==> src/rtl/led_pattern_monitor.sv <==
`default_nettype none
// ---------------------------------------------------------------------------
// led_pattern_monitor: receive-side checker for a 10-bit rotating one-hot LED
// bus; optional stall watchdog under macro STALL_TIMEOUT_EN.  Rev 1.0
// ---------------------------------------------------------------------------
module led_pattern_monitor #(
  parameter int LOCK_STEPS   = 3,
  parameter int TIMEOUT_BITS = 24
) (
  input  logic        clk,
  input  logic        rst,
  input  logic        en,
  input  logic        clr_err,
  input  logic [9:0]  leds,
  output logic [3:0]  pos,
  output logic        dir_left,
  output logic        locked,
  output logic [15:0] step_cnt,
  output logic        fault,
  output logic [1:0]  fault_code,
  output logic        stall
);

  typedef enum logic [1:0] {
    S_IDLE    = 2'd0,
    S_ACQUIRE = 2'd1,
    S_LOCKED  = 2'd2,
    S_FAULT   = 2'd3
  } state_t;

  localparam logic [3:0] c_POS_NONE = 4'hF;
  localparam logic [3:0] c_LOCK     = 4'(LOCK_STEPS);

  function automatic logic f_onehot(input logic [9:0] x);
    return (x != 10'd0) && ((x & (x - 10'd1)) == 10'd0);
  endfunction

  function automatic logic [3:0] f_index(input logic [9:0] x);
    logic [3:0] idx;
    idx = c_POS_NONE;
    for (int i = 0; i < 10; i++) begin
      if (x[i]) idx = 4'(i);
    end
    return idx;
  endfunction

  state_t      r_state, w_state_nxt;
  logic [9:0]  r_leds_q, w_leds_q_nxt;
  logic [3:0]  r_pos, w_pos_nxt;
  logic        r_dir_left, w_dir_left_nxt;
  logic [3:0]  r_streak, w_streak_nxt;
  logic [15:0] r_step_cnt, w_step_cnt_nxt;
  logic        r_fault, w_fault_nxt;
  logic [1:0]  r_fault_code, w_fault_code_nxt;

  logic        w_onehot, w_left, w_right, w_step, w_change;
  logic [3:0]  w_idx, w_streak_new;

  assign w_onehot = f_onehot(leds);
  assign w_idx    = f_index(leds);
  assign w_left   = (leds == {r_leds_q[8:0], r_leds_q[9]});
  assign w_right  = (leds == {r_leds_q[0], r_leds_q[9:1]});
  assign w_step   = w_onehot && (w_left || w_right);
  assign w_change = en && (leds != r_leds_q);
  // A step continues the streak unless it reverses an established direction.
  assign w_streak_new = ((r_streak == 4'd0) || (w_left == r_dir_left)) ? r_streak + 4'd1 : 4'd1;

`ifdef STALL_TIMEOUT_EN
  logic [TIMEOUT_BITS-1:0] r_tmo, w_tmo_nxt, w_tmo_inc;
  logic                    r_stall, w_stall_nxt;
  assign w_tmo_inc = r_tmo + 1'b1;
`else
  logic [TIMEOUT_BITS-1:0] w_unused_tmo;
  assign w_unused_tmo = '0;
`endif

  always_comb begin
    w_state_nxt      = r_state;
    w_leds_q_nxt     = r_leds_q;
    w_pos_nxt        = r_pos;
    w_dir_left_nxt   = r_dir_left;
    w_streak_nxt     = r_streak;
    w_step_cnt_nxt   = r_step_cnt;
    w_fault_nxt      = r_fault;
    w_fault_code_nxt = r_fault_code;
`ifdef STALL_TIMEOUT_EN
    w_tmo_nxt        = r_tmo;
    w_stall_nxt      = r_stall;
`endif
    if (en) w_leds_q_nxt = leds;

    if (clr_err) begin
      w_state_nxt      = S_IDLE;
      w_pos_nxt        = c_POS_NONE;
      w_streak_nxt     = 4'd0;
      w_fault_nxt      = 1'b0;
      w_fault_code_nxt = 2'b00;
`ifdef STALL_TIMEOUT_EN
      w_stall_nxt      = 1'b0;
`endif
    end else if (en) begin
      case (r_state)
        S_IDLE: begin
          if (w_onehot) begin
            w_state_nxt  = S_ACQUIRE;
            w_pos_nxt    = w_idx;
            w_streak_nxt = 4'd0;
          end
        end
        S_ACQUIRE, S_LOCKED: begin
          if (w_change) begin
            if (!w_step) begin
              w_state_nxt = S_FAULT;
              w_fault_nxt = 1'b1;
              w_pos_nxt   = c_POS_NONE;
              if (r_fault_code == 2'b00) w_fault_code_nxt = w_onehot ? 2'b10 : 2'b01;
            end else begin
              w_pos_nxt      = w_idx;
              w_step_cnt_nxt = r_step_cnt + 16'd1;
              w_dir_left_nxt = w_left;
              if (r_state == S_ACQUIRE) begin
                w_streak_nxt = w_streak_new;
                if (w_streak_new == c_LOCK) w_state_nxt = S_LOCKED;
              end else if (w_left != r_dir_left) begin
                w_state_nxt  = S_ACQUIRE;
                w_streak_nxt = 4'd1;
              end
            end
          end
`ifdef STALL_TIMEOUT_EN
          else if (r_state == S_LOCKED) begin
            w_tmo_nxt = w_tmo_inc;
            if (w_tmo_inc == {TIMEOUT_BITS{1'b1}}) begin
              w_stall_nxt  = 1'b1;
              w_state_nxt  = S_ACQUIRE;
              w_streak_nxt = 4'd0;
            end
          end
          if (w_change) w_tmo_nxt = '0;
`endif
        end
        S_FAULT: begin
          w_pos_nxt = c_POS_NONE;
        end
      endcase
    end
`ifdef STALL_TIMEOUT_EN
    if (w_state_nxt != S_LOCKED) w_tmo_nxt = '0;
`endif
  end

  always_ff @(posedge clk) begin
    if (rst) begin
      r_state      <= S_IDLE;
      r_leds_q     <= 10'd0;
      r_pos        <= c_POS_NONE;
      r_dir_left   <= 1'b0;
      r_streak     <= 4'd0;
      r_step_cnt   <= 16'd0;
      r_fault      <= 1'b0;
      r_fault_code <= 2'b00;
    end else begin
      r_state      <= w_state_nxt;
      r_leds_q     <= w_leds_q_nxt;
      r_pos        <= w_pos_nxt;
      r_dir_left   <= w_dir_left_nxt;
      r_streak     <= w_streak_nxt;
      r_step_cnt   <= w_step_cnt_nxt;
      r_fault      <= w_fault_nxt;
      r_fault_code <= w_fault_code_nxt;
    end
  end

`ifdef STALL_TIMEOUT_EN
  always_ff @(posedge clk) begin
    if (rst) begin
      r_tmo   <= '0;
      r_stall <= 1'b0;
    end else begin
      r_tmo   <= w_tmo_nxt;
      r_stall <= w_stall_nxt;
    end
  end
  assign stall = r_stall;
`else
  assign stall = 1'b0;
`endif

  assign pos        = r_pos;
  assign dir_left   = r_dir_left;
  assign locked     = (r_state == S_LOCKED);
  assign step_cnt   = r_step_cnt;
  assign fault      = r_fault;
  assign fault_code = r_fault_code;

endmodule
`default_nettype wire

==> config.mk <==
export PLATFORM = sky130hd
export DESIGN_NAME = led_pattern_monitor
export DESIGN_NICKNAME = d
export VERILOG_FILES = /design/src/rtl/led_pattern_monitor.sv
export SDC_FILE = /design/constraint.sdc
export NUM_CORES = 1
export LEC_CHECK = 0
export CORE_ASPECT_RATIO = 1.75
export CORE_MARGIN = 10
export CORE_UTILIZATION = 47
export CTS_CLUSTER_SIZE = 40
export DETAILED_ROUTE_END_ITERATION = 10
export GPL_TIMING_DRIVEN = 0
export PLACE_DENSITY = 0.71
export SLEW_MARGIN = 0
export SYNTH_ARGS = -nofsm -noshare
export SYNTH_HDL_FRONTEND = slang
export SYNTH_SLANG_ARGS = --single-unit
==> constraint.sdc <==
create_clock -name clk -period 8 [get_ports clk]
set_clock_uncertainty 0.15 [all_clocks]
set_input_delay 1.6 -clock clk [delete_from_list [all_inputs] [get_ports clk]]
set_output_delay 1.6 -clock clk [all_outputs]
set_load 0.01 [all_outputs]
======== Yosys cells after proc, flatten, opt, wreduce, memory -nomap -nowiden ========
Index checks and enable logic that the tools add are counted.
word-level totals
  output and inout port bits .............. 26
  word-level logic and storage cells ...... 77
  register bits ........................... 40
  bits of input ports ..................... 14
cells by class
  add/sub/neg operators ................... 3
  equality and inequality tests ........... 15
  mux-type cells .......................... 29
  bitwise logic cells ..................... 3
  reductions and logical operators ........ 19
operators with widths
  cell                                                number
  2-to-1 mux 4 bit                                    19
  == test 10 bit                                      2
  adder 16 x 1 -> 16 bit, second input constant       1
  2-to-1 mux 2 bit                                    7
  case mux 4 bit (3 select lines)                     1
  AND reduction 6 bit                                 2
  bitwise AND 10 bit                                  1
  zero test 10 bit                                    1
  != test 10 bit                                      1
  AND reduction 5 bit                                 2
  nonzero test 10 bit                                 1
  subtractor 10 x 1 -> 10 bit, second input constant  1
  != test 4 bit, second input constant                2
  case mux 4 bit (2 select lines)                     1
  != test 2 bit, second input constant                3
  adder 4 x 1 -> 4 bit, second input constant         1
  == test 2 bit, second input constant                2
  == test 4 x 2 -> 1 bit, second input constant       1
  zero test 2 bit                                     2
  zero test 4 bit                                     1
  case mux 2 bit (2 select lines)                     1
  AND reduction 4 bit                                 1
  OR reduction 2 bit                                  2
  logical AND 1 bit                                   3
  other kinds (8)                                     10

======== Depth between registers and ports, before layout ========
Gate-level depths: netlist of run 1.
  depth after elaboration ................. 13
  mapped depth ............................ 11
  gate-level depth less buffers ........... 8

======== Worst setup path before layout of run 1 ========
Ideal clock, no wire load.
  path kind ............................... in2reg
  from .................................... input port leds[1]
  to ...................................... register r_step_cnt[12] (netlist: step_cnt[12])
  setup time .............................. 0.071 ns
  data required time ...................... 7.779 ns
  path slack .............................. 3.822 ns
  buffers on the path ..................... 3
  arrival time ............................ 3.958 ns
  stages on the path ...................... 10
  cell sequence ........................... buf_4 > or4_4 > o21a_1 > o211ai_2 > o221ai_2 > buf_6 > or4_4 > buf_6 > or3_1 > a21oi_1
on the way
  word-level cells in the longest chain between the ends .. 6
  elaborated cells between the ends (all ways) .. 12
  those cells by class .................... add/sub: 1; eq/ne: 3; bitwise: 1; reduce/logical: 7
ends and longest elaborated chain
  item                               line  RTL
  start: declaration                 14    input logic [9:0] leds,
  subtractor 10 x 1 -> 10 bit        35    return (x != 10'd0) && ((x & (x - 10'd1)) == 10'd0);
  bitwise AND 10 bit                 35
  zero test 10 bit                   35
  logical AND 1 bit                  35
  logical AND 1 bit                  63    assign w_step = w_onehot && (w_left || w_right);
  AND reduction 5 bit (no line) (*)  --
  end signal: assignment             168   r_step_cnt <= w_step_cnt_nxt;
  end: declaration                   52    logic [15:0] r_step_cnt, w_step_cnt_nxt;
Mark *: on every way between the ends. The rest lies on a longest branch, timed or not.
A chain may end at the register's enable or synchronous reset.

======== Final worst setup path of run 1 ========
  from .................................... input port leds[2]
  to ...................................... register r_streak[0]
on the way
  word-level cells in the longest chain between the ends .. 8
  elaborated cells between the ends (all ways) .. 24
  those cells by class .................... add/sub: 1; eq/ne: 9; mux: 5; bitwise: 1; reduce/logical: 8
ends and longest elaborated chain
  item                                                                 line  RTL
  branches (longest 8 deep; another with subtractor 10 x 1 -> 10 bit)  --
  end signal: assignment                                               167   r_streak <= w_streak_nxt;
  end: declaration                                                     51    logic [3:0] r_streak, w_streak_nxt;
Several ways; the timed one is not identified. The select of a mux whose other input is x is not followed.

==> flow_summary.yaml, run 1 <==
status:
  status: "finished clean"
clock_network:
  cts.sinks: 40
  cts_resized: 0
  h-tree-depth: 2
  cts_buffer_depth: 2
  cts-root-buf: "clkbuf_8"
  cts_tree: "done"
  post_cts_buffers: 0
  cts-buffers-inserted: 5
  clkLatencyLatePin_ps: 290
  ctsHoldBuffers: 0
  clkTransAtPathRegs_ps: 80
setup_path:
  crit_path_max_fanout: 10
  criticalPathCategory: "in2reg"
  critPathRequiredTime_ps: 8030
  endpoint_kind: "register"
  start_kind: "primary input"
  arrival_ps: 4580
sta:
  maxSlewHeadroom_pct: 42.9
  hold_viol: 0
  maxSlewViolCount: 0
  worstMarginPinSlew_ps: 846
  rsz0062_at_grt: "no"
  timing.fmax_mhz: 220
  period_share_pct: 56.9
  fin_hold_ws_ps: 332
  fin_setup_tns_ps: 0
  finalSetupViolations: 0
  period_needed_ps: 4550
placed_design:
  routabilityCongestion: 0.896
  dp_hpwl_um: 4860
  port_buffers: 33
logic_synthesis:
  syn-instance-count: 315
  ys_seq_elements: 40
  ys_types: 54
  yosysMostFrequentCell: "dfxtp_1"
  synthTopCellsByCount: "dfxtp_1 (40), nor2_1 (33), xnor2_1 (29)"
  yosys_warnings: 0
  ys_seq_area_share_pct: 30.9
  synth_fp_nets: 337
  synth.largest_area_cell: "dfxtp_1"
  synth_edf_count: 0
  synth_top_area_share_pct: 30.9
  ys_async_sr_fraction_pct: 0
  syn_area_per_cell_sq_um: 8.23
  syn-cell-area_sq_um: 2590
  synth_top_flop_cell: "dfxtp_1"
  synth.area.top_cells: "dfxtp_1 (31%), xnor2_1 (9.8%), mux2i_1 (5.4%), nor2_1 (4.8%), a21oi_1 (4.6%)"
grt:
  grt_pass1_vias: 2348
  grt_usage_pct: 13.7
  grt_pass1_wl_um: 10700
  antenna_found_initial: 0
  gr-total-overflow: 0
  grt_max_degree: 13
floorplanning:
  placementRows: 35
  coreArea_sq_um: 5300
  dieHeight_um: 118
  floorplan.initialDensity_pct: 48.9
  die_w_um: 76.1
  dieArea_sq_um: 9000
  ios: 40
power:
  power_density_nw_per_um2: 126
  p_clk_share_pct: 33.9
  p_int_w: 0.000289
  switching_share_pct: 26.3
  p_seq_share_pct: 52.9
  peakVddDrop_uv: 105
  pwr-share-comb_pct: 13.3
  p_leak_nw: 1.05
  p_switching_w: 0.000103
layout:
  drive_gt1_share_pct: 8.15
  area_growth_pct: 19.6
  antennaDiodeCount: 0
  nNetsFinal: 377
hold_path:
  hp-class: "reg2reg"
detailed_routing:
  first_iter_violations: 150
  routedWlPerCell_um: 14.5
  drtPass1Iterations: 4
  ant_nets: 0
  drt_wl_total_um: 6230
  drc: 0
  viasPerCell: 5.41
  num_vias: 2325
job:
  drv_cap: 0
## power groups by stage
stage          clock network [W]  registers, W   logic, W
6_report                0.000133      0.000207  0.0000519
5_1_grt                 0.000145      0.000207  0.0000573
4_1_cts                 0.000138      0.000207  0.0000518
3_5_place_dp                   0      0.000211  0.0000513
3_3_place_gp                   0      0.000211  0.0000506
2_1_floorplan                  0      0.000210  0.0000390
## final cells by class
type                            instances  area, sq um
Buffer                                 23          128
Tap cell                               74         92.6
Multi-Input combinational cell        238         1610
Timing Repair Buffer                   33          330
Fill cell                             474         2200
Clock buffer                            7         76.3
Sequential cell                        40          801
Clock inverter                          1         8.76
Inverter                               14         52.6
## cells by family (layout without fill, tap and decap cells)
kind of cell             Yosys count  in the layout  synth area share [%]
AO/OA/AOI/OAI                     68             68                  17.2
flip-flops                        40             40                  30.9
other                              1              1                 0.145
adder cells (fa/ha/maj)            9              9                  4.25
XOR/XNOR                          34             34                  11.5
multiplexers                      15             15                  5.84
AND/OR/NAND/NOR                  111            111                  23.2
buffers and inverters             37             78                  6.95
## cells in the final DEF, fill, tap and decap left out, drive strengths merged, types with 5 or more instances in the layout
master,instances
nor3,5
dfxtp,40
a21oi,24
nor2,33
nand3,6
clkbuf,14
xnor2,29
ha,8
xor2,5
o21ai,14
nand2,15
nor4,6
or4,5
nand4,9
clkdlybuf4s50,33
buf,16
inv,14
or3,15
mux2i,14
## per-stage QoR
step / cell area (sq um) / cells / utilization [%] / total power, W / setup WS [ps]
6_report: 3100 / 430 / 58.5 / 0.000391 / 3450
5_1_grt: 3100 / 430 / 58.5 / 0.000409 / 3120
4_1_cts: 3100 / 430 / 58.5 / 0.000397 / 3480
3_5_place_dp: 3020 / 422 / 56.9 / 0.000263 / 3170
3_3_place_gp: 3020 / 422 / 56.9 / 0.000262 / 3230
2_1_floorplan: 2590 / 315 / - / 0.000249 / 3820
## final timing paths
kind	startpoint	end	slack (ps)	cells past startpoint
worst max register to register	r_state[1]$_SDFFE_PP0P_	r_streak[0]$_SDFFE_PP0P_	4980	10
worst min-delay path	fault$_SDFFE_PP0P_	fault$_SDFFE_PP0P_	330	2
worst max-delay path	leds[2]	r_streak[0]$_SDFFE_PP0P_	3450	10
worst min register to register	fault$_SDFFE_PP0P_	fault$_SDFFE_PP0P_	330	2
## worst max-delay path: stages
cell,delay [ps]
clkdlybuf4s50_1,420
buf_2,200
nor4_1,580
a2111o_1,260
o211ai_2,120
o311ai_0,610
a21o_1,160
clkbuf_1,320
a21oi_1,150
mux2i_1,160
## layer usage
| layer | GRT usage [%] | vias up | share of wire [%] |
|---|---|---|---|
| met4 | 4.79 | 0 | 1.9 |
| li1 | - | 1202 | - |
| met5 | 0 | - | 0 |
| met1 | 13.9 | 1075 | 40 |
| met3 | 3.11 | 10 | 3.8 |
| met2 | 26.3 | 38 | 55 |
## sequential cells by signal (all words and copies together), names as in the netlist
register / count
r_leds_q: 10
r_streak: 4
step_cnt: 16
fault_code: 2
fault: 1
pos: 4
dir_left: 1
r_state: 2
Power figures use the tool's default switching activity.
==> run 2, diff against run 1 <==
- clock period: 8 -> 4.7 ns (I/O delays scaled with it)
==> results of run 2 <==
The final DEF is identical to that of run 1. Status: finished clean.
Among the figures that moved: setup slack after placement 3170 ps -> 527 ps; setup slack after layout 3450 ps -> 806 ps; register-to-register setup slack 4980 ps -> 1680 ps; total power 0.000391 W -> 0.000666 W; worst IR drop on VDD 105 uV -> 179 uV
==> run 3, diff against run 2 <==
- PLACE_DENSITY: 0.71 -> 0.74
- clock period: 4.7 -> 3.5 ns (I/O delays scaled with it)
==> run 3 against run 2 <==
Final area grew 3.8%. Sequential share of layout area shrank 0.95 points. Clock power grew 79%. Power grew 51%. Non-clock buffer count grew 5. Clock-buffer cell count shrank 1. Via count grew 3.1%. Critical path depth grew 1. Critical path type unchanged. Highest routed layer unchanged. Setup slack lost 650 ps.
==> flow_summary.yaml, run 3 (synthesis gave the netlist of run 1 again) <==
setup_path:
  critPathRequiredTime_ps: 3590
  arrival_ps: 3430
  slowest_delay_ps: 500
  worst_r2r_endpoint: "r_streak[1]$_SDFFE_PP0P_"
  slowest_stage: "clkdlybuf4s50_1"
  criticalPathCategory: "in2reg"
  crit_path_max_fanout: 10
  r2r_slack_ps: 550
  worstPathCellList: "clkdlybuf4s50_1, buf_2, xnor2_1, nand4_1, nor4_2, o221ai_2, buf_6, or4_4, buf_6, or3_1, a21oi_1"
  crit_start: "leds[7]"
  crit_end: "step_cnt[14]$_SDFFE_PP0P_"
  start_kind: "primary input"
  endpoint_kind: "register"
  cpMostUsedCell: "buf_6"
  r2r_start: "r_state[0]$_SDFFE_PP0P_"
  r2r_cells: 10
floorplanning:
  coreArea_sq_um: 5300
  placementRows: 35
  dieArea_sq_um: 9000
  ios: 40
  die_w_um: 76.1
  dieHeight_um: 118
  floorplan.initialDensity_pct: 48.9
clock_network:
  cts_tree: "done"
  cts-root-buf: "clkbuf_8"
  clkTransAtPathRegs_ps: 80
  cts-buffers-inserted: 5
  cts_buffer_depth: 2
  clkLatencyLatePin_ps: 300
  ctsHoldBuffers: 0
  h-tree-depth: 2
  cts.sinks: 40
sta:
  rsz0062_at_grt: "no"
  period_needed_ps: 3340
  setup_ws_ps: 157
  period_share_pct: 95.5
  timing.fmax_mhz: 299
  finalSetupViolations: 0
  worstMarginPinSlew_ps: 752
  maxSlewHeadroom_pct: 49.8
  maxSlewViolCount: 0
  fin_setup_tns_ps: 0
  hold_viol: 0
layout:
  instances_no_fill: 435
  drive_gt1_share_pct: 11.4
  final_cell_mix: "dfxtp_1 (40), nor2_1 (33), clkdlybuf4s50_1 (31)"
  nNetsFinal: 382
  largest_reg_flops: 16
  final_common_cell: "dfxtp_1"
  antennaDiodeCount: 0
  post-route-util_pct: 60.8
  nFillCells: 480
  area_growth_pct: 24.2
hold_path:
  hp-class: "reg2reg"
detailed_routing:
  first_iter_violations: 157
  met3WireLength_um: 273
  drtPass1Iterations: 4
  drt_wl_total_um: 6490
  viasPerCell: 5.51
  wl_met1_um: 2570
  ant_nets: 0
  routedWlPerCell_um: 14.9
  wl_met2_um: 3490
  drc: 0
  num_vias: 2397
  top_layer_used: "met4"
grt:
  grt_pass1_wl_um: 11100
  antenna_found_initial: 0
  grt_usage_pct: 14.3
  grt_pass1_vias: 2386
  gr-total-overflow: 0
  grt_max_degree: 14
power:
  p_leak_nw: 1.11
  p_switching_w: 0.000250
  p_int_w: 0.000754
  p_seq_share_pct: 47.1
  pwr-share-comb_pct: 12.5
  peakVddDrop_uv: 250
  power_density_nw_per_um2: 312
  p_clk_share_pct: 40.4
  switching_share_pct: 24.9
placed_design:
  detailedPlace.worstSlack_ps: -440
  routabilityCongestion: 0.906
  dp_hpwl_um: 4890
  dp_cells: 422
  port_buffers: 33
status:
  status: "finished clean"
job:
  drv_cap: 0
[run 3: changes by cell type in the layout (fill, tap and decap cells not counted), sizes merged]
cell,delta
buf,+5
bufinv,+1
clkbuf,-1
clkdlybuf4s50,-2
dlygate4sd2,+1
dlymetal6s2s,+1
[run 3: power groups by stage]
stage	registers [W]	clock network (W)	logic (W)
floorplan	0.000481	0	0.0000892
CTS	0.000473	0.000413	0.000120
detailed placement	0.000483	0	0.000117
finish	0.000473	0.000405	0.000126
global route	0.000474	0.000430	0.000137
global placement	0.000483	0	0.000116
[run 3: final cells by class]
class	instances	area, sq um	share of cell area, %
inverters	14	52.6	1.63
clock buffers	6	82.6	2.57
multi-input cells	238	1640	51.0
plain buffers	23	140	4.35
well taps	74	92.6	2.88
clock inverters	2	38.8	1.20
flip-flops and latches	40	801	24.9
repair buffers	38	369	11.5
[run 3: metrics by stage]
stage | hold WS, ps | instance area [sq um] | power (W)
2_1_floorplan | 315 | 2590 | 0.000570
3_3_place_gp | 319 | 3020 | 0.000598
3_5_place_dp | 318 | 3020 | 0.000600
4_1_cts | 347 | 3170 | 0.00101
5_1_grt | 371 | 3220 | 0.00104
6_report | 334 | 3220 | 0.00100
[run 3: repair_timing]
action / 4_1_cts / 5_1_grt
resized for setup: 7 / 6
endpoints found under the setup margin: 12 / 18
pin swaps: 2 / 1
buffers inserted: 2 / 3
[run 3: how the worst min path moves through the flow]
stage                                    start                    endpoint  slack (ps)  cells past startpoint
detailed placement          fault$_SDFFE_PP0P_          fault$_SDFFE_PP0P_         320                      2
global placement            fault$_SDFFE_PP0P_          fault$_SDFFE_PP0P_         320                      2
floorplan             r_streak[1]$_SDFFE_PP0P_    r_streak[1]$_SDFFE_PP0P_         310                      2
CTS                         fault$_SDFFE_PP0P_          fault$_SDFFE_PP0P_         350                      2
finish                      fault$_SDFFE_PP0P_          fault$_SDFFE_PP0P_         330                      2
global route        fault_code[0]$_SDFFE_PP0P_  fault_code[0]$_SDFFE_PP0P_         370                      2
[run 3: routing by layer]
| layer | vias up | track usage (%) |
|---|---|---|
| met1 | 1130 | 13.8 |
| met4 | 0 | 6.43 |
| li1 | 1206 | - |
| met2 | 46 | 27.4 |
| met3 | 15 | 3.57 |
| met5 | - | 0 |
[run 3: worst max-delay path, delay by kind of cell]
family	cells	cell delay (ps)
compound gates	2	300
xor+xnor	1	140
buf+inv	4	1040
simple gates	4	1240
